### src/rtl/uart_char_led_if.sv
// Serial input plus received-byte, error and LED outputs of uart_char_led_ctrl.
// The slave side is the controller; the master side drives the line and observes.
interface uart_char_led_if;
    logic       UART_RXD;
    logic [7:0] RX_DATA;
    logic       RX_VALID;
    logic       FRAME_ERR;
    logic       LED0;
    logic       LED1;

    modport master (
        output UART_RXD,
        input  RX_DATA, RX_VALID, FRAME_ERR, LED0, LED1
    );

    modport slave (
        input  UART_RXD,
        output RX_DATA, RX_VALID, FRAME_ERR, LED0, LED1
    );
endinterface

### src/rtl/uart_char_led_ctrl.sv
// 8N1 UART receiver (16x oversampled) decoding single-character LED commands.
// Two LEDs run OFF / ON / BLINK from one free-running shared blink phase.
module uart_char_led_ctrl #(
    parameter int unsigned CLK_HZ     = 50000000,
    parameter int unsigned BAUD       = 115200,
    parameter int unsigned BLINK_HALF = 12500000
) (
    input  logic             FAB_CCC_GL0,
    input  logic             FAB_RESET_N,
    uart_char_led_if.slave   bus
);
    localparam int unsigned DIV_RAW = CLK_HZ / (BAUD * 16);
    localparam int unsigned DIV     = (DIV_RAW < 1) ? 1 : DIV_RAW;
    localparam int unsigned DIV_W   = (DIV > 1) ? $clog2(DIV) : 1;
    localparam int unsigned BL_W    = (BLINK_HALF > 1) ? $clog2(BLINK_HALF) : 1;

    localparam logic [1:0] ST_IDLE  = 2'd0;
    localparam logic [1:0] ST_START = 2'd1;
    localparam logic [1:0] ST_DATA  = 2'd2;
    localparam logic [1:0] ST_STOP  = 2'd3;

    localparam logic [1:0] MODE_OFF   = 2'd0;
    localparam logic [1:0] MODE_ON    = 2'd1;
    localparam logic [1:0] MODE_BLINK = 2'd2;

    logic [1:0]       r_sync;
    logic [DIV_W-1:0] r_div_cnt;
    logic [1:0]       r_state, w_state;
    logic [3:0]       r_tc, w_tc;
    logic [2:0]       r_bi, w_bi;
    logic [7:0]       r_shift, w_shift;
    logic             r_armed, w_armed;
    logic [7:0]       r_rx_data, w_rx_data;
    logic             r_rx_valid, w_rx_valid;
    logic             r_frame_err, w_frame_err;
    logic [1:0]       r_mode0, r_mode1;
    logic [BL_W-1:0]  r_bl_cnt;
    logic             r_phase;
    logic             r_led0, r_led1;
    logic             w_rxd;
    logic             w_tick;
    logic             w_bl_wrap;

    assign w_rxd     = r_sync[1];
    assign w_tick    = (r_div_cnt == DIV_W'(DIV - 1));
    assign w_bl_wrap = (r_bl_cnt == BL_W'(BLINK_HALF - 1));

    // Input synchronizer and free-running 16x baud tick
    always_ff @(posedge FAB_CCC_GL0) begin
        if (!FAB_RESET_N) begin
            r_sync    <= 2'b11;
            r_div_cnt <= '0;
        end else begin
            r_sync    <= {r_sync[0], bus.UART_RXD};
            r_div_cnt <= w_tick ? '0 : r_div_cnt + DIV_W'(1);
        end
    end

    always_ff @(posedge FAB_CCC_GL0) begin
        if (!FAB_RESET_N) begin
            r_state     <= ST_IDLE;
            r_tc        <= '0;
            r_bi        <= '0;
            r_shift     <= '0;
            r_armed     <= 1'b0;
            r_rx_data   <= '0;
            r_rx_valid  <= 1'b0;
            r_frame_err <= 1'b0;
        end else begin
            r_state     <= w_state;
            r_tc        <= w_tc;
            r_bi        <= w_bi;
            r_shift     <= w_shift;
            r_armed     <= w_armed;
            r_rx_data   <= w_rx_data;
            r_rx_valid  <= w_rx_valid;
            r_frame_err <= w_frame_err;
        end
    end

    // IDLE only arms after seeing the line high, so a stuck-low line cannot retrigger
    always_comb begin
        w_state     = r_state;
        w_tc        = r_tc;
        w_bi        = r_bi;
        w_shift     = r_shift;
        w_armed     = r_armed;
        w_rx_data   = r_rx_data;
        w_rx_valid  = 1'b0;
        w_frame_err = 1'b0;
        case (r_state)
            ST_IDLE: begin
                if (!r_armed) begin
                    w_armed = w_rxd;
                end else if (!w_rxd) begin
                    w_state = ST_START;
                    w_tc    = '0;
                    w_armed = 1'b0;
                end
            end
            ST_START: begin
                if (w_tick) begin
                    if (r_tc == 4'd7) begin
                        w_tc = '0;
                        w_bi = '0;
                        w_state = w_rxd ? ST_IDLE : ST_DATA;
                    end else begin
                        w_tc = r_tc + 4'd1;
                    end
                end
            end
            ST_DATA: begin
                if (w_tick) begin
                    if (r_tc == 4'd15) begin
                        w_shift[r_bi] = w_rxd;
                        w_tc = '0;
                        if (r_bi == 3'd7) w_state = ST_STOP;
                        else              w_bi = r_bi + 3'd1;
                    end else begin
                        w_tc = r_tc + 4'd1;
                    end
                end
            end
            ST_STOP: begin
                if (w_tick) begin
                    if (r_tc == 4'd15) begin
                        w_tc    = '0;
                        w_state = ST_IDLE;
                        if (w_rxd) begin
                            w_rx_data  = r_shift;
                            w_rx_valid = 1'b1;
                        end else begin
                            w_frame_err = 1'b1;
                        end
                    end else begin
                        w_tc = r_tc + 4'd1;
                    end
                end
            end
            default: w_state = ST_IDLE;
        endcase
    end

    function automatic logic led_of(input logic [1:0] mode, input logic phase);
        case (mode)
            MODE_ON:    led_of = 1'b1;
            MODE_BLINK: led_of = phase;
            default:    led_of = 1'b0;
        endcase
    endfunction

    // Command decode on the registered byte, then blink phase and LED drive
    always_ff @(posedge FAB_CCC_GL0) begin
        if (!FAB_RESET_N) begin
            r_mode0  <= MODE_OFF;
            r_mode1  <= MODE_OFF;
            r_bl_cnt <= '0;
            r_phase  <= 1'b0;
            r_led0   <= 1'b0;
            r_led1   <= 1'b0;
        end else begin
            if (r_rx_valid) begin
                case (r_rx_data)
                    8'h30: r_mode0 <= MODE_OFF;
                    8'h31: r_mode0 <= MODE_ON;
                    8'h32: r_mode0 <= MODE_BLINK;
                    8'h33: r_mode1 <= MODE_OFF;
                    8'h34: r_mode1 <= MODE_ON;
                    8'h35: r_mode1 <= MODE_BLINK;
                    8'h78: begin
                        r_mode0 <= MODE_OFF;
                        r_mode1 <= MODE_OFF;
                    end
                    default: ;
                endcase
            end
            r_bl_cnt <= w_bl_wrap ? '0 : r_bl_cnt + BL_W'(1);
            if (w_bl_wrap) r_phase <= ~r_phase;
            r_led0 <= led_of(r_mode0, r_phase);
            r_led1 <= led_of(r_mode1, r_phase);
        end
    end

    assign bus.RX_DATA   = r_rx_data;
    assign bus.RX_VALID  = r_rx_valid;
    assign bus.FRAME_ERR = r_frame_err;
    assign bus.LED0      = r_led0;
    assign bus.LED1      = r_led1;
endmodule

### src/flat_wrapper.sv
// flat-port wrapper written by rule: the top's interface ports become plain ports
module uart_char_led_ctrl_flat 
#(
    parameter int unsigned CLK_HZ     = 50000000,
    parameter int unsigned BAUD       = 115200,
    parameter int unsigned BLINK_HALF = 12500000
)
  (FAB_CCC_GL0, FAB_RESET_N, bus_UART_RXD, bus_RX_DATA, bus_RX_VALID, bus_FRAME_ERR, bus_LED0, bus_LED1);
  uart_char_led_if bus_i ();
  input  logic FAB_CCC_GL0;
  input  logic FAB_RESET_N;
  input wire logic [$bits(bus_i.UART_RXD)-1:0] bus_UART_RXD;
  output wire logic [$bits(bus_i.RX_DATA)-1:0] bus_RX_DATA;
  output wire logic [$bits(bus_i.RX_VALID)-1:0] bus_RX_VALID;
  output wire logic [$bits(bus_i.FRAME_ERR)-1:0] bus_FRAME_ERR;
  output wire logic [$bits(bus_i.LED0)-1:0] bus_LED0;
  output wire logic [$bits(bus_i.LED1)-1:0] bus_LED1;
  assign bus_i.UART_RXD = bus_UART_RXD;
  assign bus_RX_DATA = bus_i.RX_DATA;
  assign bus_RX_VALID = bus_i.RX_VALID;
  assign bus_FRAME_ERR = bus_i.FRAME_ERR;
  assign bus_LED0 = bus_i.LED0;
  assign bus_LED1 = bus_i.LED1;
  uart_char_led_ctrl #(.CLK_HZ(CLK_HZ), .BAUD(BAUD), .BLINK_HALF(BLINK_HALF)) u_core (.FAB_CCC_GL0(FAB_CCC_GL0), .FAB_RESET_N(FAB_RESET_N), .bus(bus_i));
endmodule
### config.mk
export PLATFORM = sky130hd
export DESIGN_NAME = uart_char_led_ctrl_flat
export DESIGN_NICKNAME = d
export VERILOG_FILES = /design/src/rtl/uart_char_led_if.sv /design/src/rtl/uart_char_led_ctrl.sv /design/src/flat_wrapper.sv
export SDC_FILE = /design/constraint.sdc
export NUM_CORES = 1
export LEC_CHECK = 0
export BUFFER_PORTS_ARGS = -buffer_cell sky130_fd_sc_hd__buf_2
export CORE_MARGIN = 4
export CORE_UTILIZATION = 30
export DETAILED_ROUTE_END_ITERATION = 10
export PLACE_DENSITY = 0.45
export SLEW_MARGIN = 20
export SYNTH_ARGS = -nofsm -noshare
export SYNTH_HDL_FRONTEND = slang
export SYNTH_SLANG_ARGS = --single-unit
### constraint.sdc
create_clock -name FAB_CCC_GL0 -period 2.49 [get_ports FAB_CCC_GL0]
set_input_delay 0.3735 -clock FAB_CCC_GL0 [delete_from_list [all_inputs] [get_ports FAB_CCC_GL0]]
set_output_delay 0.3735 -clock FAB_CCC_GL0 [all_outputs]
set_load 0.005 [all_outputs]
After elaboration in Yosys (flattened, before gate mapping):

Index checks and enable logic that the tools add are counted.

* bits in registers: 66
* input port bits: 3
* output and inout bits: 12

* add/subtract/negate cells: 4
* magnitude comparators: 2
* equal/unequal tests: 30
* mux-type cells: 34
* bitwise logic cells: 2
* reductions and logical operators: 18

Operator list (count)
* 8-bit by 6-bit == test with 1-bit output (second input constant): 6
* 24-bit by 1-bit adder with 24-bit output (second input constant): 1
* 24-bit == test (second input constant): 1
* 4-bit 2-to-1 mux: 6
* 2-bit 2-to-1 mux: 10
* 2-bit by 1-bit != test with 1-bit output (second input constant): 9
* 3-bit 2-to-1 mux: 5
* 2-bit one-hot mux with 3 select lines: 2
* 4-bit one-hot mux with 3 select lines: 1
* 4-bit AND reduction: 3
* 2-bit OR reduction: 5
* 9-bit AND reduction: 1
* 8-bit bitwise mux: 1
* 2-bit == test (second input constant): 4
* 8-bit by 7-bit == test with 1-bit output (second input constant): 1
* 2-bit one-hot mux with 4 select lines: 1
* 2-bit by 1-bit == test with 1-bit output (second input constant): 3
* 3-bit one-hot mux with 2 select lines: 1
* 6-bit AND reduction: 1
* 3-bit nonzero test: 2
* 5-bit by 1-bit adder with 5-bit output (second input constant): 1
* 5-bit == test (second input constant): 1
* 4-bit by 1-bit adder with 4-bit output (second input constant): 1
* 4-bit by 3-bit == test with 1-bit output (second input constant): 1
* 15 further kinds: 22

Depth between registers and ports, before layout:

Gate-level depths: netlist of the first run.

* word-level depth: 5
* gate-level depth with buffers: 8
* gate-level depth less buffers: 6

Least setup slack after synthesis of the first run:

No wires, ideal clock.

* path type: reg-to-reg
* start point: register u_core.r_bi[0]
* end point: register u_core.r_bi[0]
* setup time: 0.071 ns
* arrival: 1.709 ns
* path slack: 0.711 ns
* stages on the path, launching flop included: 7
* buffers on the path: 0
* clock period less this slack: 1.779 ns
* cell sequence: dfxtp_1 -> ha_1 -> ha_1 -> and4bb_2 -> o211ai_2 -> or4b_1 -> a21oi_1

* longest elaborated chain between the ends: 5
* elaborated cells between the ends (all ways): 8
* those cells by class: add/sub (1); eq/ne (2); mux (4); reduce/logical (1)

Ends and longest elaborated chain
* start: declaration: RTL line uart_char_led_ctrl.sv:30 `logic [2:0] r_bi, w_bi;`
* start signal: assignment: RTL line uart_char_led_ctrl.sv:72 `r_bi <= w_bi;`
* 3-bit by 1-bit adder with 3-bit output: RTL line uart_char_led_ctrl.sv:118 `else w_bi = r_bi + 3'd1;`
* 3-bit 2-to-1 mux: RTL line uart_char_led_ctrl.sv:117 `if (r_bi == 3'd7) w_state = ST_STOP;`
* 3-bit 2-to-1 mux: RTL line uart_char_led_ctrl.sv:114 `if (r_tc == 4'd15) begin`
* 3-bit 2-to-1 mux: RTL line uart_char_led_ctrl.sv:113 `if (w_tick) begin`
* 3-bit one-hot mux with 2 select lines: RTL line uart_char_led_ctrl.sv:91 `case (r_state)`

Several ways; a longest one is shown, not always the timed one. The select of a mux whose other input is x is not followed.
A chain may end at the register's enable or synchronous reset.

Worst setup path in the final report of the first run:

* start point: register u_core.r_div_cnt[0]
* end point: register u_core.r_bi[0]

* longest elaborated chain between the ends: 3
* elaborated cells between the ends (all ways): 4
* those cells by class: eq/ne (3); reduce/logical (1)

Ends and longest elaborated chain
* start: declaration: RTL line uart_char_led_ctrl.sv:27 `logic [DIV_W-1:0] r_div_cnt;`
* start signal: assignment: RTL line uart_char_led_ctrl.sv:55 `r_div_cnt <= w_tick ? '0 : r_div_cnt + DIV_W'(1);`
* 5-bit == test (*): RTL line uart_char_led_ctrl.sv:45 `assign w_tick = (r_div_cnt == DIV_W'(DIV - 1));`
* 2-bit by 1-bit != test with 1-bit output (no source line)
* 6-bit AND reduction (no source line) (*)

Mark *: on every way between the ends. The rest lies on a longest branch, timed or not.

==> results of run 1 <==
[state kept, by name (all words and copies together), names as in the netlist, named ones only]
name                  count
u_core.r_bl_cnt          24
u_core.r_mode0            2
u_core.bus.RX_VALID       1
u_core.bus.FRAME_ERR      1
u_core.r_phase            1
u_core.r_armed            1
u_core.bus.RX_DATA        8
u_core.r_sync             2
u_core.r_tc               4
u_core.r_state            1
u_core.r_bi               3
u_core.r_shift            8
u_core.r_div_cnt          5
u_core.bus.LED0           1
u_core.bus.LED1           1
u_core.r_mode1            2
[worst register-to-register path, cell delays in order (launching register included)]
cell and delay, ps:
dfxtp_1 340, inv_1 60, ha_1 170, and4b_1 440, o211ai_2 220, or4b_1 490
a21oi_1 130
[area by class of cell]
class / count / area [um2]
timing repair buffer: 18 / 100
multi-input combinational: 258 / 1700
clock buffer: 9 / 124
tap: 133 / 166
sequential: 66 / 1320
inverter: 10 / 37.5
fill: 1024 / 6410
clock inverter: 7 / 93.8
[Yosys cell counts (all sizes together) (8+ instances only)]
library cell / instances
and3: 9
nand3: 9
nor2: 49
nand2: 21
mux2i: 19
o21ai: 15
xor2: 9
inv: 10
dfxtp: 66
nand4: 16
a21oi: 21
buf: 8
ha: 10
[power by group]
| part | switching, mW | leakage [nW] | total, mW | internal (mW) |
|---|---|---|---|---|
| clock | 0.427 | 0.105 | 0.989 | 0.562 |
| sequential | 0.0127 | 0.534 | 1.08 | 1.07 |
| combinational | 0.0325 | 0.665 | 0.0487 | 0.0162 |
[kinds of logic after synthesis]
kind of cell	count (synthesis)	share of synthesized area
buf+inv	25	0.0340
compound gates	52	0.102
fa+ha+maj	10	0.0400
flops	66	0.423
simple gates	160	0.292
mux	20	0.0645
xor+xnor	16	0.0448
[through the flow]
step / setup WS (ps) / instances / total power [mW] / cell area, um2
5_1_grt: 452 / 501 / 2.21 / 3550
3_3_place_gp: 649 / 485 / 1.15 / 3330
4_1_cts: 587 / 501 / 2.15 / 3550
6_report: 587 / 501 / 2.12 / 3550
2_1_floorplan: 711 / 349 / 1.14 / 3130
3_5_place_dp: 604 / 485 / 1.15 / 3330
[layout by cell type, fill, tap and decap left out, drive strengths merged, types with 3 or more instances in the layout]
cell    synthesis  layout
xor2            9       9
nor4bb          3       3
nor4            5       5
o21ai          15      15
nand3           9       9
o31ai           4       4
a21oi          21      21
o211ai          3       3
nor4b           5       5
nand4          16      16
xnor2           7       7
nor2           49      49
dfxtp          66      66
nand2          21      21
and4            5       5
nor3            5       5
inv            10      10
and2            4       4
and3            9       9
buf             8      18
nor3b           4       4
clkbuf          7       9
or4             4       4
clkinv          0       3
ha             10      10
or3             7       7
mux2i          19      19
nand2b          3       3
[worst max-delay path by stage]
stage                        startpoint                   to  slack (ps)  depth (start not counted)
CTS                      u_core.r_bi[0]       u_core.r_bi[0]         590                          6
finish              u_core.r_div_cnt[0]       u_core.r_bi[0]         590                          6
global route         u_core.r_bl_cnt[0]  u_core.r_bl_cnt[22]         450                          5
global placement     u_core.r_bl_cnt[0]  u_core.r_bl_cnt[22]         650                          5
floorplan                u_core.r_bi[0]       u_core.r_bi[0]         710                          6
detailed placement       u_core.r_bi[1]       u_core.r_bi[0]         600                          6
[metal layers]
layer,up-vias,wire length (um),part of all wire,global-route usage
met5,-,0,0,0
li1,1287,-,-,-
met4,0,85,0.013,0.0454
met3,9,279,0.043,0.0326
met2,30,2900,0.44,0.190
met1,1180,3260,0.50,0.159
==> results.md, run 1 <==
- Status: completed
- Core ar.: 9950 um2
- Initial antenna violation count: 0
- Fin util: 0.356
- Routed wire length: approximately 6500 um
- Antenna Cells: 0
- Crit path max-delay family: simple AND/OR/NAND/NOR gates
- Register bit total from synthesis: 66
- Routed via count: ~2.5k
- CP Data Required Time: 2770 ps
- Cts repair resizes: 0
- Initial DRT Pass Iterations: 4
- RSZ-0062 raised after global routing: no
- Setup bufs post-CTS: 0
- Max-slew headroom: 0.634
- Crit Path Category: flop to flop
- Worst reg-to-reg setup slack: 590 ps
- Final nets: 376
- Worst VDD drop: 0.303 mV
- Root buf cell: clkbuf_8
- Cts hold-fix bufs: 0
- Area contributors post-synth: dfxtp_1, mux2i_1, nor2_1
- Yosys cell types: 54
- GPL Wtd Cong: 0.775
- Asr flop ratio synth: 0
- Hold Crit Depth: 2
- Share of the synthesized area in the top cell type: 0.423
- Highest clock rate: 0.526 GHz
- Crit path cell chain: inv_1 > ha_1 > and4b_1 > o211ai_2 > or4b_1 > a21oi_1
- Reg2reg path depth: 6
- Clock latency on the worst-skew pair: 340 ps
- First DRT Iteration DRCs: 164
- Dpl hpwl: 4540 um
- Initial Util: 0.314
- I/O Buffers: 14
- Leakage: between 1 and 1.5 nW
- Mapped Area: 3130 um2
- Crit path buffers/inverters: 1
- Die Area: between 10,000 and 15,000 um2
- Final number of setup-violating endpoints: 0
- Fin crit share: 0.764
- Post-synth EDFFs: 0
- I/O pins: 15
- DRC: 0
- Clk buf depth: 2
- Clock Sinks: 66
- Slew Limit Fails: 0
- Die X: 110 um
- Final Hold Viols: 0
- Leading area contributor after synthesis: dfxtp_1
- Hold Path Origin: bus_UART_RXD
- Global route total overflow: 0
- Crit Reg-Reg Endpoint: u_core.r_bi[0]
- Sequential fraction of the synthesis area: 0.423
- Row count: 36
- Die height: ~110 um
- Final period demand of the worst path: 1900 ps
- Synthesis Warnings: 0
- Vias in the first global route: 2,503
- Top FF cell, synth: dfxtp_1
- Slowest-stage cell, CP: or4b_1
- Post-route ant nets: 0
- WHS: 238 ps
- First-pass GRT wire length: 11,700 um
- Worst hold-check path type: input pin to flop
- Largest net degree at the start of global routing: 26
- CTS tree: built
- Crit. End Element: flop
- PD cells: 597 nW/um2
- Cells after Synth: around 350
- Worst path arrival time: 2180 ps
- Slew of the pin with the lowest slew margin: about 550 ps
- Worst Skew: roughly 13 ps
- Reg clk slew, reported paths: 80 ps
- Worst stage delay on the critical path: approximately 500 ps
- RR Startpoint: u_core.r_div_cnt[0]
- Total track usage: 0.121
- Share of cells above drive strength 1: 0.133
- Wirelength per Cell: 13.0 um
- Mapped Avg Cell Area: 8.96 um2
- H-tree depth: 3
- Hold EP: u_core.r_sync[0]
- Vias/cell: 5.00
- Num CTS Buffers: 9
- Max-cap violations: 0
- CP Launch Type: flop
- Area grow syn2layout: 13.5%
- Crit Path Max Fanout: 9
- Sum Neg Setup Slack: 0 ps
- Post-synthesis net count: 362
Power figures use the tool's default switching activity.
==> run 2, diff against run 1 <==
Clock period 2.49 ns to 1.9 ns, I/O delays scaled along.
==> run 2 against run 1 <==
  * Via count grew 1.2%
  * Clock power grew 16%
  * First-iteration DRC count is 7.9% lower
  * Sequential power grew 31%
  * Combinational power grew 57%
  * Global-route usage is 0.35 points higher
  * Largest power group unchanged
==> results.md, run 2 (synthesis results as in run 1) <==
- CP Data Required Time: 2160 ps (-610 ps)
- Cts repair resizes: 0 (unchanged)
- Total track usage: 0.125 (+0.00346)
- Post-route ant nets: 0 (unchanged)
- Root buf cell: clkbuf_8
- Area grow syn2layout: 15.8%
- Cts hold-fix bufs: 0 (unchanged)
- Initial antenna violation count: 0 (unchanged)
- Reg with most FFs: u_core.r_bl_cnt
- Clk buf depth: 2 (unchanged)
- I/O Buffers: 14 (unchanged)
- Initial DRT Pass Iterations: 4 (unchanged)
- Final number of setup-violating endpoints: 0 (unchanged)
- Global routing usage on met2: 0.178 (-0.0121)
- Fillers: 1,034 (+0.98%)
- Met3 Use GR: 0.0274 (-0.00524)
- Max-slew headroom: 0.691 (+0.0572)
- Most frequent cells in the layout: dfxtp_1, nor2_1, nand2_1
- Leakage: 1.36 nW (+4.2%)
- Largest register FFs: 24 (unchanged)
- Num CTS Buffers: 9 (unchanged)
- Crit Path Category: flop to flop
- Worst Skew: 7.43 ps (-6.07 ps)
- DRC: 0 (unchanged)
- Worst path arrival time: 2060 ps (-120 ps)
- Reg clk slew, reported paths: 70 ps (about the same)
- Row count: 36 (unchanged)
- Core ar.: 9950 um2 (unchanged)
- PD cells: 729 nW/um2 (+22%)
- First-pass GRT wire length: 11,800 um (+1.2%)
- Worst hold-check path type: input pin to flop
- Fin crit share: 0.944 (+0.179)
- Sum Neg Setup Slack: 0 ps (unchanged)
- CTS tree: built
- Final instance area: 3620 um2 (+2.0%)
- RSZ-0062 raised after global routing: no
- Crit Path Max Fanout: 2 (-7)
- Routed wire length: 6800 um (+4.3%)
- Status: completed
- Final nets: 386 (+2.7%)
- Commonest non-fill, non-tap cell in the layout: dfxtp_1
- Slowest-stage cell, CP: or4b_1
- Highest clock rate: 0.558 GHz (+6.1%)
- Clock latency on the worst-skew pair: 330 ps (about the same)
- Global route total overflow: 0 (unchanged)
- Antenna Cells: 0 (unchanged)
- Vias in the first global route: 2,447 (-2.2%)
- Die height: 110 um (unchanged)
- Grt peak-use layer: met2
- Initial Util: 0.314 (unchanged)
- First DRT Iteration DRCs: 151 (-7.9%)
- H-tree depth: 3 (unchanged)
- Crit-path most repeated cell: ha_1
- Worst stage delay on the critical path: 470 ps (-20 ps)
- CP Launch Type: flop
- Slew Limit Fails: 0 (unchanged)
- Crit path cell chain: ha_1 > ha_1 > and4bb_2 > o211ai_2 > or4b_1 > a21oi_1
- Worst VDD drop: 0.299 mV (-1.4%)
- GPL Wtd Cong: 0.744 (-4.0%)
- Worst reg-to-reg setup slack: 110 ps (-480 ps)
- Routed via count: 2,537 (+1.2%)
- Final period demand of the worst path: 1790 ps (-110 ps)
- Clock Sinks: 66 (unchanged)
- Vias/cell: 4.97 (-0.55%)
- Sequential cell area: 1320 um2 (unchanged)
- I/O pins: 15 (unchanged)
- Dpl hpwl: 4900 um (+7.8%)
- Die Area: 12,100 um2 (unchanged)
- Die X: 110 um (unchanged)
- Largest net degree at the start of global routing: 29 (+12%)
- Slew of the pin with the lowest slew margin: 463 ps (-85.7 ps)
- Crit. End Element: flop
- Share of cells above drive strength 1: 0.151 (+0.0180)
- Max-cap violations: 0 (unchanged)
- Placed cell area: 3420 um2 (+2.6%)
- Multi-input gate area: 1720 um2 (+0.73%)
- Setup bufs post-CTS: 0 (unchanged)
- M1 GR Usage: 0.176 (+0.0166)
- Wirelength per Cell: 13.3 um (+2.5%)
- Final Hold Viols: 0 (unchanged)
run 2: cell count changes in the layout (fill, tap and decap cells not counted), sizes merged:
cell	before	now
bufinv	2	1
clkbuf	9	12
clkinvlp	2	0
buf	18	28
clkinv	3	2
run 2: through the flow:
step | util | power [mW] | setup WS [ps] | hold slack (ps) | cells
after floorplan | - | 1.49 | 121 | 386 | 349
after global placement | 0.343 | 1.52 | 72.9 | 393 | 495
after detailed placement | 0.343 | 1.52 | 106 | 408 | 495
after CTS | 0.362 | 2.68 | 95.0 | 128 | 510
after global routing | 0.363 | 2.75 | 2.73 | 129 | 510
final | 0.363 | 2.64 | 107 | 141 | 510
run 2: critical path, delay by kind of cell (launching register included):
| kind | cells | cell delay [ps] |
|---|---|---|
| compound gates | 2 | 210 |
| fa+ha+maj | 2 | 420 |
| flops | 1 | 320 |
| simple gates | 2 | 770 |
run 2: final cells by class:
type,count,share of cell area
clock buffers,12,0.0401
clock inverters,3,0.0111
inverters,10,0.0104
multi-input cells,258,0.474
flip-flops and latches,66,0.365
well taps,133,0.0460
repair buffers,28,0.0529
run 2: final timing paths:
| path | endpoint | cells past startpoint | from |
|---|---|---|---|
| worst max-delay path | u_core.r_bi[0] | 6 | u_core.r_bi[0] |
| worst min-delay path | u_core.r_sync[0] | 2 | bus_UART_RXD |
| worst max register to register | u_core.r_bi[0] | 6 | u_core.r_bi[0] |
| worst min register to register | u_core.r_sync[1] | 1 | u_core.r_sync[0] |
run 2: routing by layer:
metal,vias to the layer above,part of all wire
li1,1313,-
met1,1184,0.53
met2,29,0.42
met3,11,0.029
met4,0,0.020
met5,-,0
run 2: power by group:
part           total (mW)  internal (mW)  switching (mW)
Combinational      0.0764         0.0284          0.0479
Clock                1.15          0.632           0.515
Sequential           1.41           1.40          0.0144
Total                2.64           2.06           0.577
